--- config.mk ---
export PLATFORM = sky130hd
export DESIGN_NAME = load_store_unit
export DESIGN_NICKNAME = d
export VERILOG_FILES = /design/src/rtl/lsu_pkg.sv /design/src/rtl/lsu_align.sv /design/src/rtl/load_store_unit.sv
export SDC_FILE = /design/constraint.sdc
export NUM_CORES = 1
export LEC_CHECK = 0
export CAP_MARGIN = 20
export CORE_ASPECT_RATIO = 0.5
export CORE_UTILIZATION = 40
export DETAILED_ROUTE_END_ITERATION = 12
export PLACE_DENSITY = 0.71
export SLEW_MARGIN = 20
export SYNTH_ARGS = -nofsm -noshare
export SYNTH_HDL_FRONTEND = slang
export SYNTH_HIERARCHICAL = 1
export SYNTH_SLANG_ARGS = --single-unit
--- constraint.sdc ---
create_clock -name clk -period 4.5 [get_ports clk]
set_input_delay 0.9 -clock clk [delete_from_list [all_inputs] [get_ports clk]]
set_output_delay 0.9 -clock clk [all_outputs]
set_load 0.005 [all_outputs]
--- src/rtl/lsu_pkg.sv ---
// rtl/lsu_pkg.sv - shared types, funct3 codes and helpers for the load/store unit
//
// Contents:
//   lsu_state_t           FSM states (IDLE, LOAD, RMW, WRITE, RESP)
//   F3_B..F3_HU           RV32I load/store funct3 codes
//   misaligned()          1 when a half/word access has non-zero low address bits
//   is_sub_word()         1 for byte/half accesses (stores of these need read-modify-write)
package lsu_pkg;

    typedef enum logic [2:0] {
        S_IDLE,
        S_LOAD,
        S_RMW,
        S_WRITE,
        S_RESP
    } lsu_state_t;

    localparam logic [2:0] F3_B  = 3'b000;
    localparam logic [2:0] F3_H  = 3'b001;
    localparam logic [2:0] F3_W  = 3'b010;
    localparam logic [2:0] F3_BU = 3'b100;
    localparam logic [2:0] F3_HU = 3'b101;

    // Unsupported codes behave as word accesses but never fault.
    function automatic logic misaligned(input logic [2:0] funct3, input logic [1:0] lo);
        case (funct3)
            F3_H, F3_HU: return lo[0];
            F3_W:        return (lo != 2'b00);
            default:     return 1'b0;
        endcase
    endfunction

    function automatic logic is_sub_word(input logic [2:0] funct3);
        case (funct3)
            F3_B, F3_BU, F3_H, F3_HU: return 1'b1;
            default:                  return 1'b0;
        endcase
    endfunction

endpackage

--- src/rtl/lsu_align.sv ---
// rtl/lsu_align.sv - byte/half lane extraction for loads and lane merge for stores
//
// Ports:
//   funct3      in   3   access type (byte, half, word; unknown codes = word)
//   offset      in   2   address low bits; half accesses only look at offset[1]
//   word_in     in   32  word read from memory
//   store_data  in   32  store data (low byte/half used for sub-word stores)
//   load_out    out  32  extracted lane, sign- or zero-extended
//   merged_out  out  32  word_in with the addressed lane replaced by store data
module lsu_align
    import lsu_pkg::*;
(
    input  logic [2:0]  funct3,
    input  logic [1:0]  offset,
    input  logic [31:0] word_in,
    input  logic [31:0] store_data,
    output logic [31:0] load_out,
    output logic [31:0] merged_out
);

    logic [4:0]  byte_sh;
    logic [4:0]  half_sh;
    logic [31:0] byte_word;
    logic [31:0] half_word;

    // Half accesses ignore offset[0]; a misaligned half collapses onto its aligned lane.
    assign byte_sh   = {offset, 3'b000};
    assign half_sh   = {offset[1], 4'b0000};
    assign byte_word = word_in >> byte_sh;
    assign half_word = word_in >> half_sh;

    always_comb begin
        load_out   = word_in;
        merged_out = store_data;
        case (funct3)
            F3_B: begin
                load_out   = {{24{byte_word[7]}}, byte_word[7:0]};
                merged_out = (word_in & ~(32'h0000_00FF << byte_sh))
                           | ({24'b0, store_data[7:0]} << byte_sh);
            end
            F3_BU: begin
                load_out   = {24'b0, byte_word[7:0]};
                merged_out = (word_in & ~(32'h0000_00FF << byte_sh))
                           | ({24'b0, store_data[7:0]} << byte_sh);
            end
            F3_H: begin
                load_out   = {{16{half_word[15]}}, half_word[15:0]};
                merged_out = (word_in & ~(32'h0000_FFFF << half_sh))
                           | ({16'b0, store_data[15:0]} << half_sh);
            end
            F3_HU: begin
                load_out   = {16'b0, half_word[15:0]};
                merged_out = (word_in & ~(32'h0000_FFFF << half_sh))
                           | ({16'b0, store_data[15:0]} << half_sh);
            end
            default: begin
                load_out   = word_in;
                merged_out = store_data;
            end
        endcase
    end

endmodule

--- src/rtl/load_store_unit.sv ---
// rtl/load_store_unit.sv - data-memory initiator: aligned loads/stores with RMW byte/half stores
//
// Optional feature macro: LSU_MISALIGN_TRAP_EN (misaligned half/word -> resp_err, no memory access).
// Without it misaligned low bits are ignored and the access proceeds on the aligned lane/word.
//
// Ports:
//   clk, rst_n                      clock, asynchronous active-low reset
//   req_valid/req_ready             request handshake (ready only in IDLE)
//   req_we, req_funct3, req_addr,
//   req_wdata                       request: store flag, RV32I size code, byte address, store data
//   resp_valid                      one-cycle completion pulse
//   resp_rdata, resp_err            load result (0 for stores), misalign error; held until next request
//   mem_addr, mem_we, mem_wdata     word-aligned memory address, write strobe, write word
//   mem_rdata                       combinational read data for mem_addr
module load_store_unit
    import lsu_pkg::*;
#(
    parameter int N = 32,
    parameter int A = 10
) (
    input  logic         clk,
    input  logic         rst_n,
    input  logic         req_valid,
    output logic         req_ready,
    input  logic         req_we,
    input  logic [2:0]   req_funct3,
    input  logic [A-1:0] req_addr,
    input  logic [N-1:0] req_wdata,
    output logic         resp_valid,
    output logic [N-1:0] resp_rdata,
    output logic         resp_err,
    output logic [A-1:0] mem_addr,
    output logic         mem_we,
    output logic [N-1:0] mem_wdata,
    input  logic [N-1:0] mem_rdata
);

    lsu_state_t   state;
    logic [2:0]   r_funct3;
    logic [A-1:0] r_addr;
    logic [N-1:0] r_wdata;
    logic [N-1:0] wbuf;
    logic [N-1:0] load_out;
    logic [N-1:0] merged_out;
    logic         trap;

`ifdef LSU_MISALIGN_TRAP_EN
    assign trap = misaligned(req_funct3, req_addr[1:0]);
`else
    assign trap = 1'b0;
`endif

    assign req_ready = (state == S_IDLE);
    assign mem_addr  = {r_addr[A-1:2], 2'b00};
    assign mem_wdata = wbuf;

    lsu_align u_align (
        .funct3     (r_funct3),
        .offset     (r_addr[1:0]),
        .word_in    (mem_rdata),
        .store_data (r_wdata),
        .load_out   (load_out),
        .merged_out (merged_out)
    );

    // mem_we and resp_valid are registered one-cycle pulses set on entry to WRITE/RESP.
    always_ff @(posedge clk or negedge rst_n) begin
        if (!rst_n) begin
            state      <= S_IDLE;
            r_funct3   <= 3'b000;
            r_addr     <= '0;
            r_wdata    <= '0;
            wbuf       <= '0;
            resp_valid <= 1'b0;
            resp_rdata <= '0;
            resp_err   <= 1'b0;
            mem_we     <= 1'b0;
        end else begin
            resp_valid <= 1'b0;
            mem_we     <= 1'b0;
            case (state)
                S_IDLE: begin
                    if (req_valid) begin
                        r_funct3   <= req_funct3;
                        r_addr     <= req_addr;
                        r_wdata    <= req_wdata;
                        resp_rdata <= '0;
                        resp_err   <= 1'b0;
                        if (trap) begin
                            resp_err   <= 1'b1;
                            resp_valid <= 1'b1;
                            state      <= S_RESP;
                        end else if (!req_we) begin
                            state <= S_LOAD;
                        end else if (is_sub_word(req_funct3)) begin
                            state <= S_RMW;
                        end else begin
                            wbuf   <= req_wdata;
                            mem_we <= 1'b1;
                            state  <= S_WRITE;
                        end
                    end
                end
                S_LOAD: begin
                    resp_rdata <= load_out;
                    resp_valid <= 1'b1;
                    state      <= S_RESP;
                end
                S_RMW: begin
                    wbuf   <= merged_out;
                    mem_we <= 1'b1;
                    state  <= S_WRITE;
                end
                S_WRITE: begin
                    resp_valid <= 1'b1;
                    state      <= S_RESP;
                end
                S_RESP: begin
                    state <= S_IDLE;
                end
                default: begin
                    state <= S_IDLE;
                end
            endcase
        end
    end

endmodule

== Word level (Yosys, flattened, before mapping) ==
Index checks and enable logic that the tools add are counted.

* Add/sub/neg operators: 0
* $mul: 0
* Divide/modulo/power cells: 0
* Magnitude comparators: 0
* Equality and inequality tests: 12
* Shifts and indexed selects: 6
* Muxes and demuxes: 21
* Bitwise logic cells: 6
* Reductions and logical operators: 12

{| class="wikitable"
|+ Operator list
! kind !! count
|-
| $pmux 32 s2 || 3
|-
| $mux 32 || 4
|-
| $pmux 32 s4 || 1
|-
| $and 32x32->32 || 2
|-
| $not 32->32 || 2
|-
| $or 32x32->32 || 2
|-
| $shl 16x5->32 || 1
|-
| $shl 16x5->32 const A || 1
|-
| $shl 8x5->32 || 1
|-
| $shl 8x5->32 const A || 1
|-
| $shr 32x5->16 || 1
|-
| $shr 32x5->8 || 1
|-
| $eq 3x3->1 const B || 4
|-
| $eq 3x1->1 const B || 3
|-
| $logic_not 3->1 || 3
|-
| $mux 1 || 9
|-
| $pmux 3 s3 || 1
|-
| $eq 3x2->1 const B || 2
|-
| $reduce_or 2->1 || 3
|-
| $ne 2x2->1 const B || 2
|-
| $reduce_and 2->1 || 2
|-
| $reduce_and 4->1 || 1
|-
| $reduce_bool 2->1 || 2
|-
| $reduce_or 4->1 || 1
|-
| other kinds (4) || 4
|}

* Bits in registers: 114
* Bits in latches: 0
* RAM bits: 0
* Bits in read-only memories: 0
* Bits of input ports: 81
* Output and inout bits: 78
* Logic and storage cells: 65
* Memories: 0

== Depth between registers and ports, before layout ==
* Depth after elaboration: 10
* Mapped depth: 7
* Mapped depth without buffers: 5

== Cells and area by module ==
Netlist, hierarchy kept.

{| class="wikitable"
|+ By module, submodules not included
! module !! instances !! cells each !! area an instance (um^2) !! sequential area each (um^2)
|-
| load_store_unit || 1 || 386 || 4,843.4 || 2,852.7
|-
| lsu_align || 1 || 247 || 1,567.8 || 0.0
|}

== Worst setup path before layout ==
OpenSTA, ideal clock, no wires.

* Path type: input-to-reg
* Start point: input mem_rdata[31]
* End point: register resp_rdata[10]
* Setup time: 0.121 ns
* Arrival time: 2.112 ns
* Required time: 4.379 ns
* Setup slack: 2.267 ns
* Cell stages on the path: 5
* Path buffers: 1
* Path through: mux4_2 > and3b_1 > buf_2 > a221o_1 > a22o_1

* Word-level cells in the longest chain between the ends: 3

{| class="wikitable"
|+ Ends and longest elaborated chain
! item !! line !! text
|-
| from (decl) || load_store_unit.sv:35 || <nowiki>input logic [N-1:0] mem_rdata</nowiki>
|-
| $shr 32x5->8 || lsu_align.sv:29 || <nowiki>assign byte_word = word_in >> byte_sh;</nowiki>
|-
| $pmux 32 s4 || lsu_align.sv:35 || <nowiki>case (funct3)</nowiki>
|-
| named net load_out[10] || load_store_unit.sv:43 || <nowiki>logic [N-1:0] load_out;</nowiki>
|-
| $pmux 32 s2 || load_store_unit.sv:81 || <nowiki>case (state)</nowiki>
|-
| to (signal assigned) || load_store_unit.sv:105 || <nowiki>resp_rdata <= load_out;</nowiki>
|-
| to (decl) || load_store_unit.sv:30 || <nowiki>output logic [N-1:0] resp_rdata,</nowiki>
|}

The timed path passes the listed nets, and every way through them passes these cells.
A chain may end at the register's enable or synchronous reset.

== Final worst setup path ==
* Start point: register state[1]
* End point: output req_ready

* Word-level cells in the longest chain between the ends: 1

{| class="wikitable"
|+ Ends and longest elaborated chain
! item !! line !! text
|-
| from (decl) || load_store_unit.sv:38 || <nowiki>lsu_state_t state;</nowiki>
|-
| from (signal assigned) || load_store_unit.sv:69 || <nowiki>state <= S_IDLE;</nowiki>
|-
| from (signal assigned) || load_store_unit.sv:92 || <nowiki>state <= S_RESP;</nowiki>
|-
| from (signal assigned) || load_store_unit.sv:94 || <nowiki>state <= S_LOAD;</nowiki>
|-
| $logic_not 3->1 || load_store_unit.sv:53 || <nowiki>assign req_ready = (state == S_IDLE);</nowiki>
|-
| to (decl) || load_store_unit.sv:24 || <nowiki>output logic req_ready,</nowiki>
|}

No other way between the ends.

==> results by group <==
Outcome
  • Run status: finished clean

STA
  • Skew final: 9.39 ps
  • Min cycle time layout: 2740 ps
  • RSZ-0062 raised after global routing: false
  • Endpoints failing setup: 0
  • TNS Setup: 0 ps
  • Max-slew headroom: 46.5%
  • Final worst path period share: 60.9%
  • Slew of the pin with the lowest slew margin: 801 ps
  • Fmax: 365 MHz
  • Final Max Slew Viols: 0
  • Worst Slack Setup Final: 1760 ps
  • Final hold violation count: 0

Placement
  • DP HPWL: 13,900 um
  • Count of port buffers added during placement: 155
  • Dpl ws: 1520 ps
  • Cell Count Post-Placement: 930
  • Placed inst area: 7910 sq um
  • Final RePlAce weighted congestion: 0.903

Finish
  • Final net count: 826
  • Synth-to-layout area growth: 32.6%
  • Inserted Diodes: 0
  • Layout Cells excl Fill: 962
  • Share of the core filled with cells in the final layout: 54.7%
  • Design area: 8500 sq um
  • Ratio of cells with drive above 1 in the final layout: 15.7%

Pwr
  • Clock network fraction of total power: 19.9%
  • Share of power burned in registers: 29.4%
  • Leakage: 3.41 nW
  • Cell-internal power: 0.00415 W
  • Net switching share of the total power: 39.2%
  • VDD IR max: 0.334 mV
  • Net switching power figure: 0.00267 W
  • Relative contribution of combinational cells to total power: 50.7%
  • Pwr per Cell Area: 802 nW/um^2

Floorplan
  • Core footprint: 15,500 sq um
  • Die outline height: 91.5 um
  • Die outline area: 16,600 sq um
  • Die boundary width: 181 um
  • I/O pin total: 159
  • Starting Density: 41.3%
  • Total number of placement rows: 32

Detailed routing
  • Post-detailed-route via-to-cell ratio: 6.09
  • Post-detailed-routing wire length: 20,400 um
  • # DRC: 0
  • Post-DRT Antenna Nets: 0
  • Number of DRC markers after the initial detailed-route iteration: 742
  • Total via count in the routed design: 5,859
  • Average wire per standard cell: 21.2 um
  • Count of TritonRoute iterations in the first routing pass: 6

Critical path
  • Critical-path maximum fanout: 33
  • Critical Path Max Stage Delay: 810 ps
  • Crit path arrival time: 1840 ps
  • Worst EP required: 3600 ps
  • R2R cell count: 5
  • Total buffers and inverters traversed by the critical path: 1
  • Cell with the largest stage delay on the worst path: sky130_fd_sc_hd__dfrtp_2
  • Chain of cells forming the critical path: nor2_1 -> clkdlybuf4s50_1
  • Nature of the critical path endpoint: output pin
  • Critical path depth: 2
  • CP startpoint kind: register
  • Type of the setup path with the least slack: reg -> out
  • CP startpoint: state[1]
  • Worst reg2reg endpoint: resp_rdata[30]
  • Largest delay share family, worst path: flip-flops
  • Worst flop-to-flop path startpoint: r_addr[1]
  • Register-to-register path setup slack: 2100 ps

Clocking
  • Inserted Clock Buffers: 17
  • Worst-path clk slew: 60 ps
  • Post-CTS setup buffer count: 0
  • Later-pin clock latency in the skew report: 410 ps
  • Clock H-tree levels: 4
  • TritonCTS clock tree: yes
  • Number of buffers inserted for hold repair after clock tree synthesis: 0
  • Count of clock tree sinks: 114
  • Clock buffer depth: 2
  • Master cell of the clock root buffer: sky130_fd_sc_hd__clkbuf_16
  • CTS-repair resized insts: 0

Global routing
  • Residual overflow from global routing: 0
  • Global-route wire length before repair: 31,400 um
  • Tot GR Track Use: 24.7%
  • Maximum number of pins on one net before global-route repair: 58
  • Via count of the first global-routing pass: 5,311
  • Initial antenna violation count: 0

Logic synthesis
  • Largest area contributor in the synthesized netlist: sky130_fd_sc_hd__dfrtp_1
  • Average cell area after synthesis: 10.1 sq um
  • Top cell type's share of synthesized area: 44.5%
  • Synth Register Bits: 114
  • Synth Cell Area: 6410 sq um
  • Synth warn: 6
  • Leading post-synthesis cells by cell area: sky130_fd_sc_hd__dfrtp_1 44%, sky130_fd_sc_hd__mux2_2 9.5%, sky130_fd_sc_hd__a22o_1 5.3%
  • Count of mapped cells out of synthesis: 633
  • Seq/Total Area, Yosys: 44.5%
  • Number of unique standard cell types used by synthesis: 44

Worst hold path
  • Count of cells along the worst hold path: 1
  • Startpoint of the most critical hold path: r_addr[2]
  • Endpoint, Worst Hold: r_addr[2]
  • Class of the tightest hold or removal check: reg -> reg

Flow run
  • Maxcap violations: 0
[state kept, by name, summed over array words and instances, names as in the netlist]
name        cells
mem_wdata      32
mem_we          1
r_addr         10
r_funct3        3
r_wdata        32
resp_rdata     32
resp_valid      1
state           3
[worst max-delay path by stage]
stage,to
final,req_ready
after global routing,req_ready
after CTS,req_ready
after detailed placement,resp_rdata[1]
after global placement,resp_rdata[16]
after floorplan,resp_rdata[10]
[cells in the mapped netlist (all sizes together)]
cell / number
dfrtp: 114
nor2: 56
mux2: 54
buf: 50
a22o: 39
nor3: 33
nor4: 32
o32ai: 32
clkbuf: 27
nand3: 27
nand2: 25
a221o: 22
nand3b: 18
a21oi: 11
o21ai: 11
nand2b: 10
mux2i: 9
or2: 9
a211oi: 8
a31oi: 8
o22ai: 8
o31ai: 8
nor2b: 4
inv: 3
and3: 2
or3b: 2
or4: 2
a21o: 1
a22oi: 1
a32oi: 1
and3b: 1
clkinv: 1
conb: 1
mux4: 1
nor3b: 1
nor4b: 1
[cell families (layout without fill, tap and decap cells)]
group | count (synthesis) | in the layout | synth area share [%]
DFF | 114 | 114 | 44.5
and+or+nand+nor | 223 | 223 | 18.3
other | 1 | 3 | 0.0585
muxes | 64 | 64 | 11.2
buffers and inverters | 81 | 204 | 7.20
AOI/OAI and AO/OA | 150 | 150 | 18.7
[area by class of cell]
class	instances	area, sq um
multi-input combinational	440	3120
clock inverter	14	154
timing repair buffer	168	1660
fill	1368	7030
inverter	4	15.0
clock buffer	18	439
tap	204	255
sequential	114	2850
[per-layer routing]
layer | track usage, % | routed length, um | vias up
met5 | 0 | 0 | -
met4 | 6.43 | 310 | 0
met3 | 5.42 | 1800 | 24
met2 | 34.5 | 8820 | 310
met1 | 37.8 | 9470 | 2887
li1 | - | - | 2638
[per-stage QoR]
stage | total power (W) | hold WS, ps
after global routing | 0.00720 | 522
after detailed placement | 0.00541 | 487
after floorplan | 0.00424 | 481
final | 0.00682 | 503
after CTS | 0.00679 | 504
after global placement | 0.00533 | 488
[placed cells by master (no fill, tap or decap), types with 2 or more instances in the layout]
| cell | instances |
|---|---|
| sky130_fd_sc_hd__or2_2 | 8 |
| sky130_fd_sc_hd__nand2b_1 | 10 |
| sky130_fd_sc_hd__nand3b_1 | 18 |
| sky130_fd_sc_hd__or3b_2 | 2 |
| sky130_fd_sc_hd__nor2b_1 | 3 |
| sky130_fd_sc_hd__mux2_2 | 54 |
| sky130_fd_sc_hd__nand2_1 | 25 |
| sky130_fd_sc_hd__clkbuf_16 | 17 |
| sky130_fd_sc_hd__nor4_1 | 32 |
| sky130_fd_sc_hd__a31oi_1 | 8 |
| sky130_fd_sc_hd__mux2i_1 | 9 |
| sky130_fd_sc_hd__o22ai_1 | 8 |
| sky130_fd_sc_hd__o32ai_1 | 32 |
| sky130_fd_sc_hd__nor2_1 | 54 |
| sky130_fd_sc_hd__a211oi_1 | 8 |
| sky130_fd_sc_hd__bufinv_16 | 2 |
| sky130_fd_sc_hd__conb_1 | 3 |
| sky130_fd_sc_hd__inv_6 | 4 |
| sky130_fd_sc_hd__and3_1 | 2 |
| sky130_fd_sc_hd__clkinvlp_4 | 3 |
| sky130_fd_sc_hd__o21ai_0 | 10 |
| sky130_fd_sc_hd__dfrtp_1 | 113 |
| sky130_fd_sc_hd__o31ai_1 | 8 |
| sky130_fd_sc_hd__buf_4 | 13 |
| sky130_fd_sc_hd__nand3_1 | 27 |
| sky130_fd_sc_hd__inv_1 | 2 |
| sky130_fd_sc_hd__a22o_1 | 39 |
| sky130_fd_sc_hd__a21oi_1 | 11 |
| sky130_fd_sc_hd__nor3_1 | 33 |
| sky130_fd_sc_hd__clkinv_4 | 3 |
| sky130_fd_sc_hd__clkinv_2 | 2 |
| sky130_fd_sc_hd__a221o_1 | 22 |
| sky130_fd_sc_hd__or4_1 | 2 |
| sky130_fd_sc_hd__clkdlybuf4s50_1 | 154 |
[power by group through the flow]
stage / clock network (W) / registers [W] / logic (W)
after floorplan: 0 / 0.00186 / 0.00237
after global placement: 0 / 0.00200 / 0.00334
after detailed placement: 0 / 0.00200 / 0.00340
after CTS: 0.00137 / 0.00199 / 0.00342
after global routing: 0.00142 / 0.00207 / 0.00371
final: 0.00136 / 0.00200 / 0.00345
(Power assumes the default switching activity.)
